--- config.mk ---
export PLATFORM = sky130hd
export DESIGN_NAME = axi_write_slave_burst
export DESIGN_NICKNAME = d
export VERILOG_FILES = /design/src/rtl/axi_ws_pkg.sv /design/src/rtl/axi_burst_addr_gen.sv /design/src/rtl/axi_write_slave_burst.sv
export SDC_FILE = /design/constraint.sdc
export NUM_CORES = 1
export LEC_CHECK = 0
export BUFFER_PORTS_ARGS = -buffer_cell sky130_fd_sc_hd__clkbuf_2
export CAP_MARGIN = 20
export CORE_UTILIZATION = 44
export DETAILED_ROUTE_END_ITERATION = 16
export PLACE_DENSITY = 0.78
export SYNTH_ARGS = -nofsm -noshare
export SYNTH_HDL_FRONTEND = slang
export SYNTH_SLANG_ARGS = --single-unit
--- constraint.sdc ---
create_clock -name ACLK -period 2.8 [get_ports ACLK]
set_clock_uncertainty 0.15 [all_clocks]
set_input_delay 0.28 -clock ACLK [delete_from_list [all_inputs] [get_ports ACLK]]
set_output_delay 0.28 -clock ACLK [all_outputs]
set_load 0.005 [all_outputs]
--- src/rtl/axi_ws_pkg.sv ---
// Shared encodings, FSM state type and helper functions for the AXI3 write-channel burst slave.
package axi_ws_pkg;

    localparam logic [1:0] BURST_FIXED = 2'b00;
    localparam logic [1:0] BURST_INCR  = 2'b01;
    localparam logic [1:0] BURST_WRAP  = 2'b10;

    localparam logic [1:0] RESP_OKAY   = 2'b00;
    localparam logic [1:0] RESP_SLVERR = 2'b10;

    typedef enum logic [1:0] {
        IDLE = 2'b00,
        DATA = 2'b01,
        RESP = 2'b10
    } ws_state_e;

    // True when a beat of 1<<awsize bytes fits within a data_w-bit bus.
    function automatic logic size_ok(input logic [2:0] awsize, input int data_w);
        int bytes;
        bytes = 1 << awsize;
        return bytes <= (data_w / 8);
    endfunction

    // WRAP bursts are only legal with 2, 4, 8 or 16 beats.
    function automatic logic wrap_len_ok(input logic [3:0] len);
        return (len == 4'd1) || (len == 4'd3) || (len == 4'd7) || (len == 4'd15);
    endfunction

endpackage

--- src/rtl/axi_burst_addr_gen.sv ---
// Combinational next-beat address for FIXED, INCR and (with AXI_WS_WRAP_EN defined) WRAP bursts.
// Without AXI_WS_WRAP_EN the WRAP branch is absent and such bursts simply hold their address;
// the slave rejects them at AW time anyway.
module axi_burst_addr_gen
    import axi_ws_pkg::*;
#(
    parameter int ADDR_W = 32
) (
    input  logic [ADDR_W-1:0] addr,
    input  logic [2:0]        size,
    input  logic [3:0]        len,
    input  logic [1:0]        burst,
    output logic [ADDR_W-1:0] next_addr
);

    localparam logic [ADDR_W-1:0] ONE = ADDR_W'(1);

    logic [ADDR_W-1:0] inc;
    logic [ADDR_W-1:0] incr_addr;
`ifdef AXI_WS_WRAP_EN
    logic [ADDR_W-1:0] bound;
    logic [ADDR_W-1:0] mask;
`else
    logic unused_len;
    assign unused_len = ^len;
`endif

    // Pick the address of the following beat from the burst type.
    always_comb begin
        inc       = ONE << size;
        incr_addr = addr + inc;
`ifdef AXI_WS_WRAP_EN
        bound     = (ADDR_W'(len) + ONE) << size;
        mask      = bound - ONE;
`endif
        next_addr = addr;
        case (burst)
            BURST_INCR: next_addr = incr_addr;
`ifdef AXI_WS_WRAP_EN
            BURST_WRAP: next_addr = (addr & ~mask) | (incr_addr & mask);
`endif
            default:    next_addr = addr;
        endcase
    end

endmodule

--- src/rtl/axi_write_slave_burst.sv ---
// AXI3 write-channel slave: accepts one burst at a time, issues one device write per good beat,
// checks WID/WLAST per beat and answers OKAY or SLVERR on B with the burst's ID.
// Optional feature: define AXI_WS_WRAP_EN to support WRAP bursts; otherwise WRAP returns SLVERR.
module axi_write_slave_burst
    import axi_ws_pkg::*;
#(
    parameter int DATA_W = 32,
    parameter int ADDR_W = 32,
    parameter int ID_W   = 4
) (
    input  logic                ACLK,
    input  logic                ARESETn,
    input  logic [ID_W-1:0]     AWID,
    input  logic [ADDR_W-1:0]   AWADDR,
    input  logic [3:0]          AWLEN,
    input  logic [2:0]          AWSIZE,
    input  logic [1:0]          AWBURST,
    input  logic                AWVALID,
    output logic                AWREADY,
    input  logic [ID_W-1:0]     WID,
    input  logic [DATA_W-1:0]   WDATA,
    input  logic [DATA_W/8-1:0] WSTRB,
    input  logic                WLAST,
    input  logic                WVALID,
    output logic                WREADY,
    output logic [ID_W-1:0]     BID,
    output logic [1:0]          BRESP,
    output logic                BVALID,
    input  logic                BREADY,
    output logic                dev_wr_valid,
    output logic [ADDR_W-1:0]   dev_wr_addr,
    output logic [DATA_W-1:0]   dev_wr_data,
    output logic [DATA_W/8-1:0] dev_wr_strb,
    input  logic                dev_wr_ready
);

    ws_state_e         state_q;
    logic [ID_W-1:0]   awid_q;
    logic [ADDR_W-1:0] addr_q;
    logic [3:0]        len_q;
    logic [2:0]        size_q;
    logic [1:0]        burst_q;
    logic [3:0]        cnt_q;
    logic              err_q;
    logic              awready_q;
    logic              bvalid_q;
    logic [ID_W-1:0]   bid_q;
    logic [1:0]        bresp_q;

    logic              aw_err;
    logic              in_data;
    logic              beat;
    logic              last_beat;
    logic              beat_err;
    logic [ADDR_W-1:0] next_addr;

    axi_burst_addr_gen #(
        .ADDR_W (ADDR_W)
    ) u_addr_gen (
        .addr      (addr_q),
        .size      (size_q),
        .len       (len_q),
        .burst     (burst_q),
        .next_addr (next_addr)
    );

    // Once a burst is flagged bad, W is drained without touching the device.
    assign in_data      = (state_q == DATA);
    assign WREADY       = in_data && (err_q || dev_wr_ready);
    assign dev_wr_valid = in_data && !err_q && WVALID;
    assign dev_wr_addr  = addr_q;
    assign dev_wr_data  = WDATA;
    assign dev_wr_strb  = WSTRB;
    assign AWREADY      = awready_q;
    assign BVALID       = bvalid_q;
    assign BID          = bid_q;
    assign BRESP        = bresp_q;

    assign beat      = in_data && WVALID && WREADY;
    assign last_beat = (cnt_q == len_q);
    assign beat_err  = (WLAST != last_beat) || (WID != awid_q);

    // Classify the incoming AW request as unsupported before the burst starts.
    always_comb begin
        aw_err = 1'b0;
        if (!size_ok(AWSIZE, DATA_W)) begin
            aw_err = 1'b1;
        end
        if (AWBURST == 2'b11) begin
            aw_err = 1'b1;
        end
        if (AWBURST == BURST_WRAP) begin
`ifdef AXI_WS_WRAP_EN
            if (!wrap_len_ok(AWLEN)) begin
                aw_err = 1'b1;
            end
            if ((AWADDR & ((ADDR_W'(1) << AWSIZE) - ADDR_W'(1))) != '0) begin
                aw_err = 1'b1;
            end
`else
            aw_err = 1'b1;
`endif
        end
    end

    // Burst FSM: latch AW, step the beat address and count, then hold B until it is taken.
    always_ff @(posedge ACLK) begin
        if (!ARESETn) begin
            state_q   <= IDLE;
            awid_q    <= '0;
            addr_q    <= '0;
            len_q     <= '0;
            size_q    <= '0;
            burst_q   <= BURST_FIXED;
            cnt_q     <= '0;
            err_q     <= 1'b0;
            awready_q <= 1'b0;
            bvalid_q  <= 1'b0;
            bid_q     <= '0;
            bresp_q   <= RESP_OKAY;
        end else begin
            case (state_q)
                IDLE: begin
                    awready_q <= 1'b1;
                    if (AWVALID && awready_q) begin
                        awid_q    <= AWID;
                        addr_q    <= AWADDR;
                        len_q     <= AWLEN;
                        size_q    <= AWSIZE;
                        burst_q   <= AWBURST;
                        err_q     <= aw_err;
                        cnt_q     <= '0;
                        awready_q <= 1'b0;
                        state_q   <= DATA;
                    end
                end
                DATA: begin
                    if (beat) begin
                        addr_q <= next_addr;
                        cnt_q  <= cnt_q + 4'd1;
                        if (beat_err) begin
                            err_q <= 1'b1;
                        end
                        if (last_beat) begin
                            state_q  <= RESP;
                            bvalid_q <= 1'b1;
                            bid_q    <= awid_q;
                            bresp_q  <= (err_q || beat_err) ? RESP_SLVERR : RESP_OKAY;
                        end
                    end
                end
                RESP: begin
                    if (BREADY) begin
                        bvalid_q  <= 1'b0;
                        awready_q <= 1'b1;
                        state_q   <= IDLE;
                    end
                end
                default: begin
                    state_q <= IDLE;
                end
            endcase
        end
    end

endmodule

==> results.cfg <==
[floorplanning]
core_area_mm2 = 0.00838
dieArea_mm2 = 0.00922
io_pins = 170
start_util_pct = 46.4
die_h_um = 96.0
die_w_um = 96.0
num_rows = 33

[power_and_ir_drop]
p_clk_share_pct = 36.3
leakage_uw = 0.00192
power_density_mw_per_mm2 = 486
p_seq_share_pct = 43.8
internal_power_uw = 1510
comb_power_share_pct = 19.9
peakVddDrop_mv = 0.257
switching_power_uw = 718
p_sw_share_pct = 32.3

[timing]
rsz0062_at_grt = yes
worst_slew_pin_slew_ns = 0.552
final-max-slew-violation-count = 0
finalCritPeriodShare_pct = 98.1
slew_headroom_pct = 63.1
hold_viol = 0
hold_ws_ns = 0.0156
fin_setup_tns_ns = 0
setup_viol = 0
fin_crit_ns = 2.75
fmax_mhz = 364

[setup_path]
worstSetupStartpointType = flop
cp.depth = 9
crit_buf_inv = 1
cpPeakStageDelay_ns = 0.43
required_ns = 2.87
cp-startpoint = size_q[2]$_SDFFE_PN0P_
reg2reg_to = dev_wr_addr[21]$_SDFFE_PN0P_
worstSetupEndpoint = dev_wr_addr[21]$_SDFFE_PN0P_
rr_worst_depth = 9
critPathTopFamily = compound AO/OA/AOI/OAI gates
criticalPathCategory = flop to flop
cp_max_fo = 9
cpMaxStageDelayCell = dfxtp_2
endpoint_kind = flop
cp_cell_sequence = nor3b_2, ha_2, and2_4, a221oi_4, a21oi_2, o21ai_1, buf_4, mux2i_1, o22ai_1
rr_startpoint = size_q[2]$_SDFFE_PN0P_
rrSetupSlack_ns = 0.05
worstPathArrival_ns = 2.82

[logic_synthesis]
synth.ff_latch_count = 59
yosysWarnings = 0
async_flop_share_pct = 0
synth_fa_ha_area_share_pct = 3.41
synthMuxAreaShare_pct = 2.61
postSynthNetCount = 604
synth.distinct_cells = 68
synth_edf_count = 0
synth_top_family_by_area = simple AND/OR/NAND/NOR gates
syn-mean-instance-area_um2 = 7.75
synth_compound_area_share_pct = 22.8
seq_area_frac_synth_pct = 30.4
synth_ff_type = dfxtp_1
netlist_instances = 502
synth-xor-area-share_pct = 3.38
synth_area_mm2 = 0.00389
yosys.area_share.simple_pct = 26.4

[grt]
grt_overflow = 0
grt_max_degree = 31
grtUsageTotal_pct = 25.1
antenna_found_initial = 0
grt_pass1_vias = 3759
grt_pass1_wl_um = 17800

[clock_network]
cts_made_buffers = 9
clock_path_buffers = 2
clock_latency_ns = 0.36
cts_tree = built
htreeDepth = 3
root_buffer = clkbuf_8
cts.sinks = 59
path_clk_slew_ns = 0.07

[route]
vias = 4013
firstDrtPassIters = 5
postRouteAntennaNets = 0
wire_per_inst_um = 16.5
drc = 0
finalWirelength_um = 11200
avgViaCountPerCell = 5.93
dr.first_iter.drc_count = 197

[worst_hold_path]
hold_class = input pin to flop
hp-start = AWSIZE[0]

[final_layout]
area_growth_pct = 17.9
final_cell_mix = clkbuf_2 (96), nand2_1 (72), dfxtp_1 (56), a21oi_1 (43), nor2_1 (36)
final_common_cell = clkbuf_2
layout.nets = 669
diodes = 0
drive_gt1_share_pct = 27.1

[placed_design]
io_buffer_count = 96
finalWeightedCongestion = 0.970
dp_hpwl_um = 7930

[run_status]
status = complete, no violations

[flow_run]
drv_cap = 0
[kinds of logic (layout without fill, tap and decap cells)]
group	count (synthesis)	after routing
xor+xnor	15	15
compound gates	131	131
flops	59	59
buf+inv	73	143
fa+ha+maj	10	10
other cells	1	1
simple gates	203	203
mux	10	10
[metal layers]
metal  track usage (%)  routed length (um)  up-vias
met1              32.0                4840     1858
met5                 0                   0        -
li1                  -                   -     1917
met2              41.3                5220      216
met3              5.92                 901       22
met4              8.96                 211        0
[repair_timing]
| item | in CTS | in global routing |
|---|---|---|
| pin swaps | 0 | 2 |
| hold endpoints to repair | 10 | 1 |
| buffers inserted | 0 | 2 |
| gates resized for setup | 3 | 8 |
| setup endpoints to repair | 6 | 13 |
| hold buffers | 10 | 1 |
[area by class of cell]
class                   count  area [um2]
well taps                 105         131
inverters                   6        22.5
repair buffers            121         708
fillers                   820        3800
flip-flops and latches     59        1180
clock inverters             7        76.3
clock buffers               9         124
multi-input cells         370        2340
[Yosys cell counts (2+ instances only)]
cell	count	share of area, %
nand2_1	72	6.9
buf_4	37	7.1
nand3_1	21	2.7
nand3b_1	7	1.4
nor2b_1	2	0.32
o22ai_1	2	0.32
xnor2_1	8	1.8
and4_1	2	0.45
nand3_2	2	0.51
a221oi_2	2	0.77
nor4_1	6	0.97
a311oi_1	3	0.68
o211ai_1	6	1.2
or3_1	5	0.80
and3_1	14	2.3
o31a_1	3	0.68
o21ai_0	15	1.9
mux2i_1	9	2.3
a211oi_1	4	0.77
dfxtp_1	59	30
a32oi_1	3	0.68
o21ai_1	5	0.64
a31oi_1	13	2.1
nor3_1	9	1.2
a32o_1	3	0.77
nand4_1	9	1.4
a21oi_1	44	5.7
inv_1	6	0.58
clkbuf_1	20	1.9
a22o_1	3	0.68
a21o_1	2	0.39
o2bb2ai_1	2	0.45
o211a_1	2	0.51
and2_1	2	0.32
nand2b_1	2	0.32
buf_2	9	1.2
xor2_1	7	1.6
a22oi_1	3	0.58
o41ai_1	3	0.68
nor3b_1	4	0.77
nor2_1	36	3.5
o31ai_1	2	0.39
ha_1	9	2.9
[flip-flops by register name, indices dropped and copies added, names as in the netlist]
register	flops
BID	4
dev_wr_addr	32
BRESP	1
err_q	1
awid_q	4
burst_q	2
cnt_q	4
size_q	3
len_q	4
BVALID	1
state_q	2
AWREADY	1
[how the worst min path moves through the flow]
stage                                   end  slack (ns)  cells past startpoint
global placement    burst_q[1]$_SDFFE_PN0P_        0.30                      2
floorplan               BVALID$_SDFFE_PN0P_        0.25                      1
CTS                 burst_q[0]$_SDFFE_PN0P_       0.002                      3
global route         size_q[1]$_SDFFE_PN0P_        0.03                      3
finish               size_q[0]$_SDFFE_PN0P_        0.02                      3
detailed placement  burst_q[0]$_SDFFE_PN0P_        0.31                      2
[power by group through the flow]
stage          clock network, uW  logic (uW)  registers (uW)
2_1_floorplan                  0         306             969
5_1_grt                      857         492             984
6_report                     809         444             975
3_5_place_dp                   0         421             989
4_1_cts                      818         436             971
3_3_place_gp                   0         412             986
[per-stage QoR]
| step | total power (uW) | cell area, um2 | utilization (%) | setup WS [ns] | cells |
|---|---|---|---|---|---|
| 6_report | 2230 | 4590 | 54.7 | 0.0545 | 677 |
| 5_1_grt | 2330 | 4590 | 54.7 | -0.0398 | 677 |
| 4_1_cts | 2220 | 4530 | 54.0 | 0.000143 | 674 |
| 3_5_place_dp | 1410 | 4210 | 50.2 | -0.120 | 648 |
| 3_3_place_gp | 1400 | 4210 | 50.2 | 0.0920 | 648 |
| 2_1_floorplan | 1280 | 3890 | - | 0.129 | 502 |
[worst reg2reg max path: cells and delay by family (launching register included)]
kind | cells | cell delay, ns
flops | 1 | 0.43
simple gates | 2 | 0.45
fa+ha+maj | 1 | 0.36
mux | 1 | 0.20
buf+inv | 1 | 0.17
compound gates | 4 | 0.85
Power figures use the tool's default switching activity.
